$ cat config.mk
export PLATFORM = sky130hd
export DESIGN_NAME = kbd_option_ctrl
export DESIGN_NICKNAME = d
export VERILOG_FILES = /design/src/rtl/kbd_pkg.sv /design/src/rtl/pulse_stretch.sv /design/src/rtl/kbd_option_ctrl.sv
export SDC_FILE = /design/constraint.sdc
export NUM_CORES = 1
export LEC_CHECK = 0
export CORE_MARGIN = 2
export CORE_UTILIZATION = 50
export CTS_BUF_LIST = sky130_fd_sc_hd__clkbuf_16
export CTS_CLUSTER_DIAMETER = 30
export DETAILED_ROUTE_END_ITERATION = 8
export GPL_ROUTABILITY_DRIVEN = 0
export PLACE_DENSITY = 0.82
export SLEW_MARGIN = 30
export SYNTH_ARGS = -nofsm -noshare
export SYNTH_HDL_FRONTEND = slang
export SYNTH_SLANG_ARGS = --single-unit
export TNS_END_PERCENT = 30
$ cat constraint.sdc
create_clock -name clk_i -period 2.3 [get_ports clk_i]
set_input_delay 0.46 -clock clk_i [delete_from_list [all_inputs] [get_ports clk_i]]
set_output_delay 0.46 -clock clk_i [all_outputs]
set_load 0.005 [all_outputs]
$ cat src/rtl/kbd_pkg.sv
// Shared PS/2 set-2 scancode constants, decoder state encoding and action-key lookup
// for the keyboard option controller.
package kbd_pkg;

  localparam logic [7:0] SC_EXT    = 8'hE0;
  localparam logic [7:0] SC_BRK    = 8'hF0;
  localparam logic [7:0] SC_SCROLL = 8'h7E;
  localparam logic [7:0] SC_F3     = 8'h04;
  localparam logic [7:0] SC_F2     = 8'h06;
  localparam logic [7:0] SC_F12    = 8'h07;

  // Indices into the held-key vector and the action vector
  localparam int KEY_SCROLL = 0;
  localparam int KEY_F3     = 1;
  localparam int KEY_F2     = 2;
  localparam int KEY_F12    = 3;

  typedef enum logic [1:0] {
    ST_IDLE    = 2'd0,
    ST_BRK     = 2'd1,
    ST_EXT     = 2'd2,
    ST_EXT_BRK = 2'd3
  } kbd_state_t;

  // Returns {hit, index}; hit=0 for bytes that are not action keys
  function automatic logic [2:0] key_lookup(input logic [7:0] sc);
    logic [2:0] r;
    r = 3'b000;
    case (sc)
      SC_SCROLL: r = {1'b1, 2'(KEY_SCROLL)};
      SC_F3:     r = {1'b1, 2'(KEY_F3)};
      SC_F2:     r = {1'b1, 2'(KEY_F2)};
      SC_F12:    r = {1'b1, 2'(KEY_F12)};
      default:   r = 3'b000;
    endcase
    return r;
  endfunction

endpackage

$ cat src/rtl/pulse_stretch.sv
// Retriggerable pulse stretcher: pulse is high for RESET_CYCLES cycles after the
// last trig; a new trig reloads the counter.
module pulse_stretch #(
  parameter int RESET_CYCLES = 1800
) (
  input  logic clk_i,
  input  logic rst_n,
  input  logic trig,
  output logic pulse
);

  localparam int CW = $clog2(RESET_CYCLES + 1);
  localparam logic [CW-1:0] LOAD = CW'(RESET_CYCLES);
  localparam logic [CW-1:0] ONE  = CW'(1);

  logic [CW-1:0] r_cnt;

  // Counts down to zero and stops there; never wraps
  always_ff @(posedge clk_i or negedge rst_n) begin
    if (!rst_n) begin
      r_cnt <= '0;
    end else if (trig) begin
      r_cnt <= LOAD;
    end else if (r_cnt != '0) begin
      r_cnt <= r_cnt - ONE;
    end
  end

  assign pulse = (r_cnt != '0);

endmodule

$ cat src/rtl/kbd_option_ctrl.sv
// Keyboard option controller: decodes PS/2 set-2 bytes into video option toggles
// (scandoubler, scanlines, blend) and a stretched core reset pulse.
module kbd_option_ctrl
  import kbd_pkg::*;
#(
  parameter int RESET_CYCLES = 1800,
  parameter bit SD_INIT      = 1'b1
) (
  input  logic       clk_i,
  input  logic       res_n_i,
  input  logic       kbd_intr,
  input  logic [7:0] kbd_scancode,
  output logic       scandoubler_disable,
  output logic [1:0] scanlines,
  output logic       blend,
  output logic       core_reset,
  output kbd_state_t dbg_state
);

  // Handshake: kbd_intr is a single-cycle strobe qualifying kbd_scancode; there is
  // no backpressure, every strobed byte is consumed in the cycle it is presented.

  logic [1:0] r_rst_sync;
  logic       w_rst_n;

  kbd_state_t r_state;
  kbd_state_t w_state_nxt;
  logic [3:0] r_held;
  logic [3:0] w_held_nxt;
  logic [3:0] w_act;
  logic [2:0] w_key;
  logic       w_key_hit;
  logic [1:0] w_key_idx;

  logic       r_sd;
  logic [1:0] r_scan;
  logic       r_blend;

  // Assert immediately, release after two clock edges
  always_ff @(posedge clk_i or negedge res_n_i) begin
    if (!res_n_i) begin
      r_rst_sync <= 2'b00;
    end else begin
      r_rst_sync <= {r_rst_sync[0], 1'b1};
    end
  end

  assign w_rst_n   = r_rst_sync[1];
  assign w_key     = key_lookup(kbd_scancode);
  assign w_key_hit = w_key[2];
  assign w_key_idx = w_key[1:0];

  always_ff @(posedge clk_i or negedge w_rst_n) begin
    if (!w_rst_n) begin
      r_state <= ST_IDLE;
      r_held  <= '0;
    end else begin
      r_state <= w_state_nxt;
      r_held  <= w_held_nxt;
    end
  end

  always_comb begin
    w_state_nxt = r_state;
    w_held_nxt  = r_held;
    w_act       = '0;
    if (kbd_intr) begin
      case (r_state)
        ST_IDLE: begin
          if (kbd_scancode == SC_EXT) begin
            w_state_nxt = ST_EXT;
          end else if (kbd_scancode == SC_BRK) begin
            w_state_nxt = ST_BRK;
          end else if (w_key_hit) begin
            // A make while already held is typematic repeat
            if (!r_held[w_key_idx]) begin
              w_act[w_key_idx] = 1'b1;
            end
            w_held_nxt[w_key_idx] = 1'b1;
          end
        end
        ST_BRK: begin
          w_state_nxt = ST_IDLE;
          if (w_key_hit) begin
            w_held_nxt[w_key_idx] = 1'b0;
          end
        end
        ST_EXT: begin
          w_state_nxt = (kbd_scancode == SC_BRK) ? ST_EXT_BRK : ST_IDLE;
        end
        ST_EXT_BRK: begin
          w_state_nxt = ST_IDLE;
        end
        default: begin
          w_state_nxt = ST_IDLE;
        end
      endcase
    end
  end

  always_ff @(posedge clk_i or negedge w_rst_n) begin
    if (!w_rst_n) begin
      r_sd    <= SD_INIT;
      r_scan  <= 2'd0;
      r_blend <= 1'b0;
    end else begin
      if (w_act[KEY_SCROLL]) r_sd    <= ~r_sd;
      if (w_act[KEY_F3])     r_scan  <= r_scan + 2'd1;
      if (w_act[KEY_F2])     r_blend <= ~r_blend;
    end
  end

  pulse_stretch #(
    .RESET_CYCLES(RESET_CYCLES)
  ) u_pulse_stretch (
    .clk_i (clk_i),
    .rst_n (w_rst_n),
    .trig  (w_act[KEY_F12]),
    .pulse (core_reset)
  );

  assign scandoubler_disable = r_sd;
  assign scanlines           = r_scan;
  assign blend               = r_blend;
  assign dbg_state           = r_state;

endmodule

; ---- After elaboration in Yosys (flattened, before gate mapping)
; Index checks and enable logic that the tools add are counted.
[word_totals]
reg_bits = 23
inputBits = 11
[op_classes]
n_addsub = 2
n_lt_le_gt_ge = 2
n_eq_ne = 14
mux = 22
n_bitwise = 5
reduce_logical = 8
[op_table]
columns = op, count
row1 = $mux 4, 10
row2 = $eq 8x3->1 const B, 3
row3 = $mux 11, 2
row4 = $eq 8x8->1 const B, 2
row5 = $pmux 3 s4, 1
row6 = $reduce_bool 11->1, 1
row7 = $sub 11x1->11 const B, 1
row8 = $eq 8x7->1 const B, 1
row9 = $ne 2x2->1 const B, 4
row10 = $pmux 4 s2, 1
row11 = $mux 2, 3
row12 = $pmux 2 s3, 1
row13 = $reduce_and 6->1, 1
row14 = $and 4x4->4, 1
row15 = $eq 2x2->1 const B, 2
row16 = $not 4->4, 1
row17 = $or 4x4->4, 1
row18 = $reduce_bool 2->1, 2
row19 = $lt 2x3->1 const B, 1
row20 = $ne 3x3->1 const B, 1
row21 = $add 2x1->2 const B, 1
row22 = $bmux 1 s2, 1
row23 = $demux 1 s2, 1
row24 = $eq 2x1->1 const B, 1
row25 = other kinds (7), 9

; ---- Longest topological paths before layout
; Gate-level depths: netlist (run 1).
[depth]
word_depth = 13
mapped_depth = 6
depth_no_buf = 6

; ---- By module
; Synthesis (run 1) repeated with hierarchy kept, for this count alone.
[unflattened]
cells_unflattened = 115
area_unflattened_um2 = 1234.9
[by_module_without_submodules]
columns = module, instances, cells_each, area_each_um2
row1 = kbd_option_ctrl, 1, 53, 625.6
row2 = pulse_stretch, 1, 62, 609.3

; ---- Worst setup path after synthesis (run 1)
; OpenSTA, ideal clock, no wires.
[synth_timing]
path_kind = input to register
startpoint = input kbd_scancode[3]
endpoint = register u_pulse_stretch.r_cnt[9]
setup_ns = 0.087
arrival_ns = 1.874
setup_slack_ns = 0.339
stages = 4
path_buffers = 0
path_cell_list = or4_4 > or2_4 > or4b_4 > o211ai_1
[synth_between]
elab_chain_cells = 13
[synth_lines]
columns = element, line
row1 = from (decl), kbd_option_ctrl.sv:12  ; input logic [7:0] kbd_scancode,
row2 = $eq 8x3->1 or $eq 8x7->1 (tied branches), kbd_pkg.sv:29  ; case (sc)
row3 = $pmux 3 s4, kbd_pkg.sv:29
row4 = $lt 2x3->1 (not written as such) or $ge 2x1->1 (tied branches), kbd_option_ctrl.sv:77  ; w_act[w_key_idx] = 1'b1;
row5 = $logic_and 1x1->1 (not written as such), kbd_option_ctrl.sv:77
row6 = $mux 1 (not written as such), kbd_option_ctrl.sv:77
row7 = $demux 1 s2, kbd_option_ctrl.sv:77
row8 = $mux 4, kbd_option_ctrl.sv:76  ; if (!r_held[w_key_idx]) begin
row9 = $mux 4, kbd_option_ctrl.sv:74  ; end else if (w_key_hit) begin
row10 = $mux 4, kbd_option_ctrl.sv:72  ; end else if (kbd_scancode == SC_BRK) begin
row11 = $mux 4 (*), kbd_option_ctrl.sv:70  ; if (kbd_scancode == SC_EXT) begin
row12 = $mux 4 (*), kbd_option_ctrl.sv:68  ; case (r_state)
row13 = $mux 4 (*), kbd_option_ctrl.sv:67  ; if (kbd_intr) begin
row14 = $mux 11 or $reduce_bool 2->1 (tied branches), --
row15 = to (signal assigned), pulse_stretch.sv:25  ; r_cnt <= r_cnt - ONE;
row16 = to (decl), pulse_stretch.sv:16  ; logic [CW-1:0] r_cnt;
; Mark *: on every way between the ends. The rest lies on a longest branch, timed or not. The select of a mux whose other input is x is not followed.
; A chain may end at the register's enable or synchronous reset.

==> impl_metrics.tcl, run 1 <==
set metrics [dict create \
    internal_power_mw 0.882 \
    status "finished, final reports clean" \
    synth.avg_cell_area_um2 10.3 \
    multi_input_area_um2 618 \
    num_vias 1054 \
    critPathLaunchType "input pin" \
    clockBufferDepth 2 \
    slew_headroom_pct 43.1 \
    crit_path_end_kind "register" \
    core_area_um2 2230 \
    p_seq_share_pct 46.3 \
    drv_slew 0 \
    cts_tree "built" \
    finClkSkew_ps 3.23 \
    antenna_found_initial 0 \
    route.met2.wl_um 1530 \
    start_util_pct 52.9 \
    critPathKind "input pin to register" \
    antenna_cells 0 \
    worstPathRequired_ps 2440 \
    drt_drc_violations_left 0 \
    drive_above_1_share_pct 20.5 \
    synth_top_area_share_pct 46.6 \
    worstPathMaxFanout 4 \
    fill_cells 163 \
    post_cts_buffers 0 \
    critPathMaxStageDelay_ps 550 \
    fmax_mhz 451 \
    clock-sinks 23 \
    nNetsFinal 164 \
    post_drt_wl_per_cell_um 15.4 \
    via_per_inst 5.89 \
    wirelength_um 2750 \
    numPortBuffers 17 \
    maxCapViolations 0 \
    finalHoldViolCount 0 \
    critPathArrivalTime_ps 2350 \
    worstPathCellList "clkdlybuf4s50_1, or4_4, or2_4, nor4_2, mux2_1" \
    swShare_pct 30.3 \
    combPwrFrac_pct 24.8 \
    grt_pass1_wl_um 4390 \
    synth_edf_count 0 \
    power_density_nw_per_um2 784 \
    ys_ff_latch 23 \
    regArea_um2 577 \
    grt_max_degree 22 \
    worst_path_max_delay_cell "or4_4" \
    numCtsBuffers 3 \
    seq_area_frac_synth_pct 48.8 \
    ys_types 41 \
    synthToLayoutAreaGrowth_pct 36.5 \
    clk_pin_slew_ps 60 \
    worstMarginPinSlew_ps 854 \
    die_area_um2 2770 \
    dr.pass1.iters 4 \
    fin_crit_sh_pct 96.5 \
    antenna_left 0 \
    pwr-share-clk_pct 28.9 \
    ir_worst_vdd_uv 547 \
    dp_hpwl_um 1990 \
    synth_area_leader_cell "dfrtp_1" \
    synth_common_cells "dfrtp_1 (22), nor2_1 (10), nand2_1 (9)" \
    yosysWarnings 0 \
    htree_levels 1 \
    design_area_um2 1610 \
    hp-class "register to asynchronous set/reset pin" \
    io_pins 18 \
    fin_setup_tns_ps 0 \
    switchingPower_mw 0.383 \
    wl_met1_um 1100 \
    grt_usage_pct 22.2 \
    syn-cell-area_um2 1180 \
    power.leakage_nw 0.645 \
    top_layer "met4" \
    synthCells 115 \
    yosysMostFrequentCell "dfrtp_1" \
    ys.flop_type "dfrtp_1" \
    fin_crit_ps 2220 \
    syn-num-nets 127 \
    setup_viol 0 \
    clk-insertion-delay-late_ps 250 \
    place_area_um2 1500 \
    dr_wl_met3_um 81 \
    die_y_um 52.6 \
    grt_pass1_vias 1065 \
    die_w_um 52.6 \
    cts_root_buf "clkbuf_16" \
    drt_iter0_markers 21 \
    rows 17 \
    grt_overflow 0 \
    ys_async_sr_fraction_pct 100 \
    rsz0062_at_grt "no" \
    synth.area.top_cells "dfrtp_1 (47%), xnor2_1 (3.7%), nor2_1 (3.2%)" \
]
## area by class of cell
cell class,count,area share [%]
clock buffers,3,4.65
multi-input cells,87,38.3
clock inverters,1,0.233
flip-flops and latches,23,35.8
well taps,28,2.17
inverters,5,1.16
repair buffers,32,17.7
## path summary, 6_finish.rpt
check                                              to  slack, ps                     start  cells after the start
min reg2reg                asynchronous set/reset pin        350             r_rst_sync[1]                      0
max reg2reg                  u_pulse_stretch.r_cnt[9]        310  u_pulse_stretch.r_cnt[2]                      4
max in group asynchronous    u_pulse_stretch.r_cnt[0]       1420             r_rst_sync[1]                      0
min in group clk_i                      r_rst_sync[1]        360             r_rst_sync[0]                      0
max                                          register         80           kbd_scancode[3]                      5
min                        asynchronous set/reset pin        350             r_rst_sync[1]                      0
## critical path, delay by kind of cell
kind                   cells  cell delay [ps]
muxes                      1              350
buffers and inverters      1              440
and+or+nand+nor            3             1110
## metal layers
metal	GRT usage [%]	vias up
met3	4.00	6
li1	-	502
met4	13.7	0
met5	0	-
met1	23.3	519
met2	40.2	27
## metrics by stage
step	utilization (%)	hold slack, ps	instances	setup WS, ps	power [mW]
after floorplan	-	164	115	339	0.750
after global placement	67.1	339	175	-109	0.856
after detailed placement	67.1	337	175	-169	0.876
after CTS	70.9	357	179	78.1	1.25
after global routing	72.2	365	179	25.1	1.34
final	72.2	355	179	81.3	1.27
## cell usage in the layout, fill, tap and decap left out, drive strengths merged, types with 2 or more instances in the layout
master and count:
clkdlybuf4s50 16, or2 2, a211oi 3, o211ai 2, inv 6, nor4 3, nor4b 2, buf 15
dfrtp 22, mux2 3, nand2 9, nand3 4, clkbuf 3, or3 2, or4 4, nor3b 2
nand2b 2, a21oi 5, mux2i 3, nor3 7, o21ai 2, nor2 10, xnor2 5, nand4 2
## logic make-up (layout without fill, tap and decap cells)
logic type | after synthesis | after routing | synth area share (%)
AO/OA/AOI/OAI | 18 | 18 | 10.3
XOR/XNOR | 6 | 6 | 4.45
adder cells (fa/ha/maj) | 1 | 1 | 1.06
buffers and inverters | 5 | 41 | 1.59
flip-flops | 23 | 23 | 48.8
multiplexers | 6 | 6 | 5.40
other | 1 | 1 | 0.317
AND/OR/NAND/NOR | 55 | 55 | 28.1
## repair_timing
action,CTS,global route
endpoints found under the setup margin,1,3
resized for setup,1,6
endpoints found under the hold margin,0,0
hold buffers,0,0
## power groups by stage
stage          Sequential, mW  Clock, mW  Combinational (mW)
2_1_floorplan           0.558          0               0.192
3_3_place_gp            0.574          0               0.283
3_5_place_dp            0.581          0               0.294
4_1_cts                 0.577      0.369               0.300
5_1_grt                 0.597      0.389               0.352
6_report                0.586      0.366               0.314
Power figures use the tool's default switching activity.
==> run 2, diff against run 1 <==
==> constraint.sdc (replaced) <==
create_clock -name clk_i -period 2.5 [get_ports clk_i]
set_input_delay 0.5 -clock clk_i [delete_from_list [all_inputs] [get_ports clk_i]]
set_output_delay 0.5 -clock clk_i [all_outputs]
set_load 0.005 [all_outputs]
==> run 2 against run 1 <==
Against the previous run: sequential share of layout area up 1.3 points; register-to-register slack improved by 190 ps; cell count is 2.2% lower; global-route usage down 0.42 points; utilization fell by 2.4 points; cell area shrank 3.3%.
==> impl_metrics.tcl, run 2 (synthesis gave the netlist of run 1 again) <==
set metrics [dict create \
    status "finished, final reports clean" \
    crit_buf_inv 1 \
    worstPathCellList "nor4_1, nand3_2, clkdlybuf4s50_1" \
    numPortBuffers 17 \
    finalHoldViolCount 0 \
    grt_pass1_vias 997 \
    layout.cells.non_filler 175 \
    nNetsFinal 160 \
    ir_worst_vdd_uv 589 \
    clock-sinks 23 \
    startpoint "u_pulse_stretch.r_cnt[7]" \
    antenna_left 0 \
    io_pins 18 \
    worstPathRequired_ps 2000 \
    design_area_um2 1560 \
    rsz0062_at_grt "no" \
    start_util_pct 52.9 \
    rrSetupSlack_ps 500 \
    fmax_mhz 430 \
    regArea_um2 578 \
    htree_levels 1 \
    setup_viol 0 \
    die_y_um 52.6 \
    drive_above_1_share_pct 17.7 \
    num_vias 1018 \
    setup_ws_ps 176 \
    critPathMaxStageDelay_ps 480 \
    drv_slew 0 \
    rows 17 \
    antenna_found_initial 0 \
    dp_hpwl_um 1940 \
    fill_cells 177 \
    final_cell_mix "dfrtp_1 (21), clkdlybuf4s50_1 (17), buf_4 (11), nor2_1 (10), nand2_1 (9)" \
    worstPathMaxFanout 8 \
    critPathLaunchType "register" \
    rr_endpoint "u_pulse_stretch.r_cnt[9]" \
    fin_crit_sh_pct 92.9 \
    drt_drc_violations_left 0 \
    clk_pin_slew_ps 60 \
    die_w_um 52.6 \
    post_drt_wl_per_cell_um 14.8 \
    ff2ff_path_depth 4 \
    clockBufferDepth 2 \
    power.leakage_nw 0.622 \
    drt_iter0_markers 20 \
    cts_root_buf "clkbuf_16" \
    grt_pass1_wl_um 4270 \
    rr_startpoint "u_pulse_stretch.r_cnt[2]" \
    place_area_um2 1470 \
    grt_max_degree 22 \
    numCtsBuffers 3 \
    grt_overflow 0 \
    crit_path_end_kind "primary output" \
    power_density_nw_per_um2 742 \
    post_cts_buffers 0 \
    fin_crit_ps 2320 \
    synthToLayoutAreaGrowth_pct 32.1 \
    hp-class "register to asynchronous set/reset pin" \
    wirelength_um 2590 \
    place_ws_ps -25.9 \
    grt_usage_pct 21.8 \
    layout.cells.most_common "dfrtp_1" \
    cpLargestDelayFamily "simple AND/OR/NAND/NOR gates" \
    antenna_cells 0 \
    die_area_um2 2770 \
    core_area_um2 2230 \
    cts_tree "built" \
    worst_path_max_delay_cell "clkdlybuf4s50_1" \
    via_per_inst 5.82 \
    maxCapViolations 0 \
    critPathArrivalTime_ps 1820 \
    finClkSkew_ps 3.87 \
    timing.hold.ws_ps 223 \
    critPathKind "register to primary output" \
    multi_input_area_um2 596 \
    clk-insertion-delay-late_ps 260 \
    dp_cells 171 \
    dr.pass1.iters 4 \
]
## run 2: worst reg2reg max path: stages, from the launching register on
cell and delay [ps]:
dfrtp_1 430, or4_1 600, or2_1 280, or4_1 420, o211ai_1 180
## run 2: repair_timing
action                                  4_1_cts  5_1_grt
hold buffers                                  0        0
endpoints found under the setup margin        0        1
gates resized for setup                       0        2
## run 2: cell type report
cell class	instances	share of cell area, %
inverter	5	1.20
clock buffer	3	4.81
multi-input combinational	87	38.2
sequential	23	37.0
timing repair buffer	28	16.2
clock inverter	1	0.321
tap	28	2.25
## run 2: worst max-delay path by stage
stage,endpoint,slack [ps],depth (start not counted)
6_report,core_reset,180,3
3_3_place_gp,u_pulse_stretch.r_cnt[9],40,5
5_1_grt,core_reset,70,3
4_1_cts,core_reset,60,5
3_5_place_dp,u_pulse_stretch.r_cnt[9],-30,5
2_1_floorplan,u_pulse_stretch.r_cnt[9],500,4
## run 2: report_power, final
group	switching, mW	leakage (nW)	total, mW	internal [mW]
clock	0.135	0.0409	0.350	0.215
sequential	0.0894	0.272	0.532	0.442
combinational	0.131	0.309	0.275	0.144
## run 2: per-layer routing
| layer | share of wire [%] | GRT usage [%] | vias to the layer above |
|---|---|---|---|
| li1 | - | - | 492 |
| met1 | 40 | 23.7 | 484 |
| met2 | 54 | 39.6 | 36 |
| met3 | 4.4 | 4.29 | 6 |
| met4 | 1.7 | 10.7 | 0 |
| met5 | 0 | 0 | - |
## run 2: metrics by stage
step / TNS (ps) / utilization, % / total power [mW]
floorplan: 0 / - / 0.690
global placement: 0 / 65.8 / 0.784
detailed placement: -25.9 / 65.8 / 0.802
CTS: 0 / 69.4 / 1.16
global route: 0 / 69.9 / 1.22
finish: 0 / 69.9 / 1.16
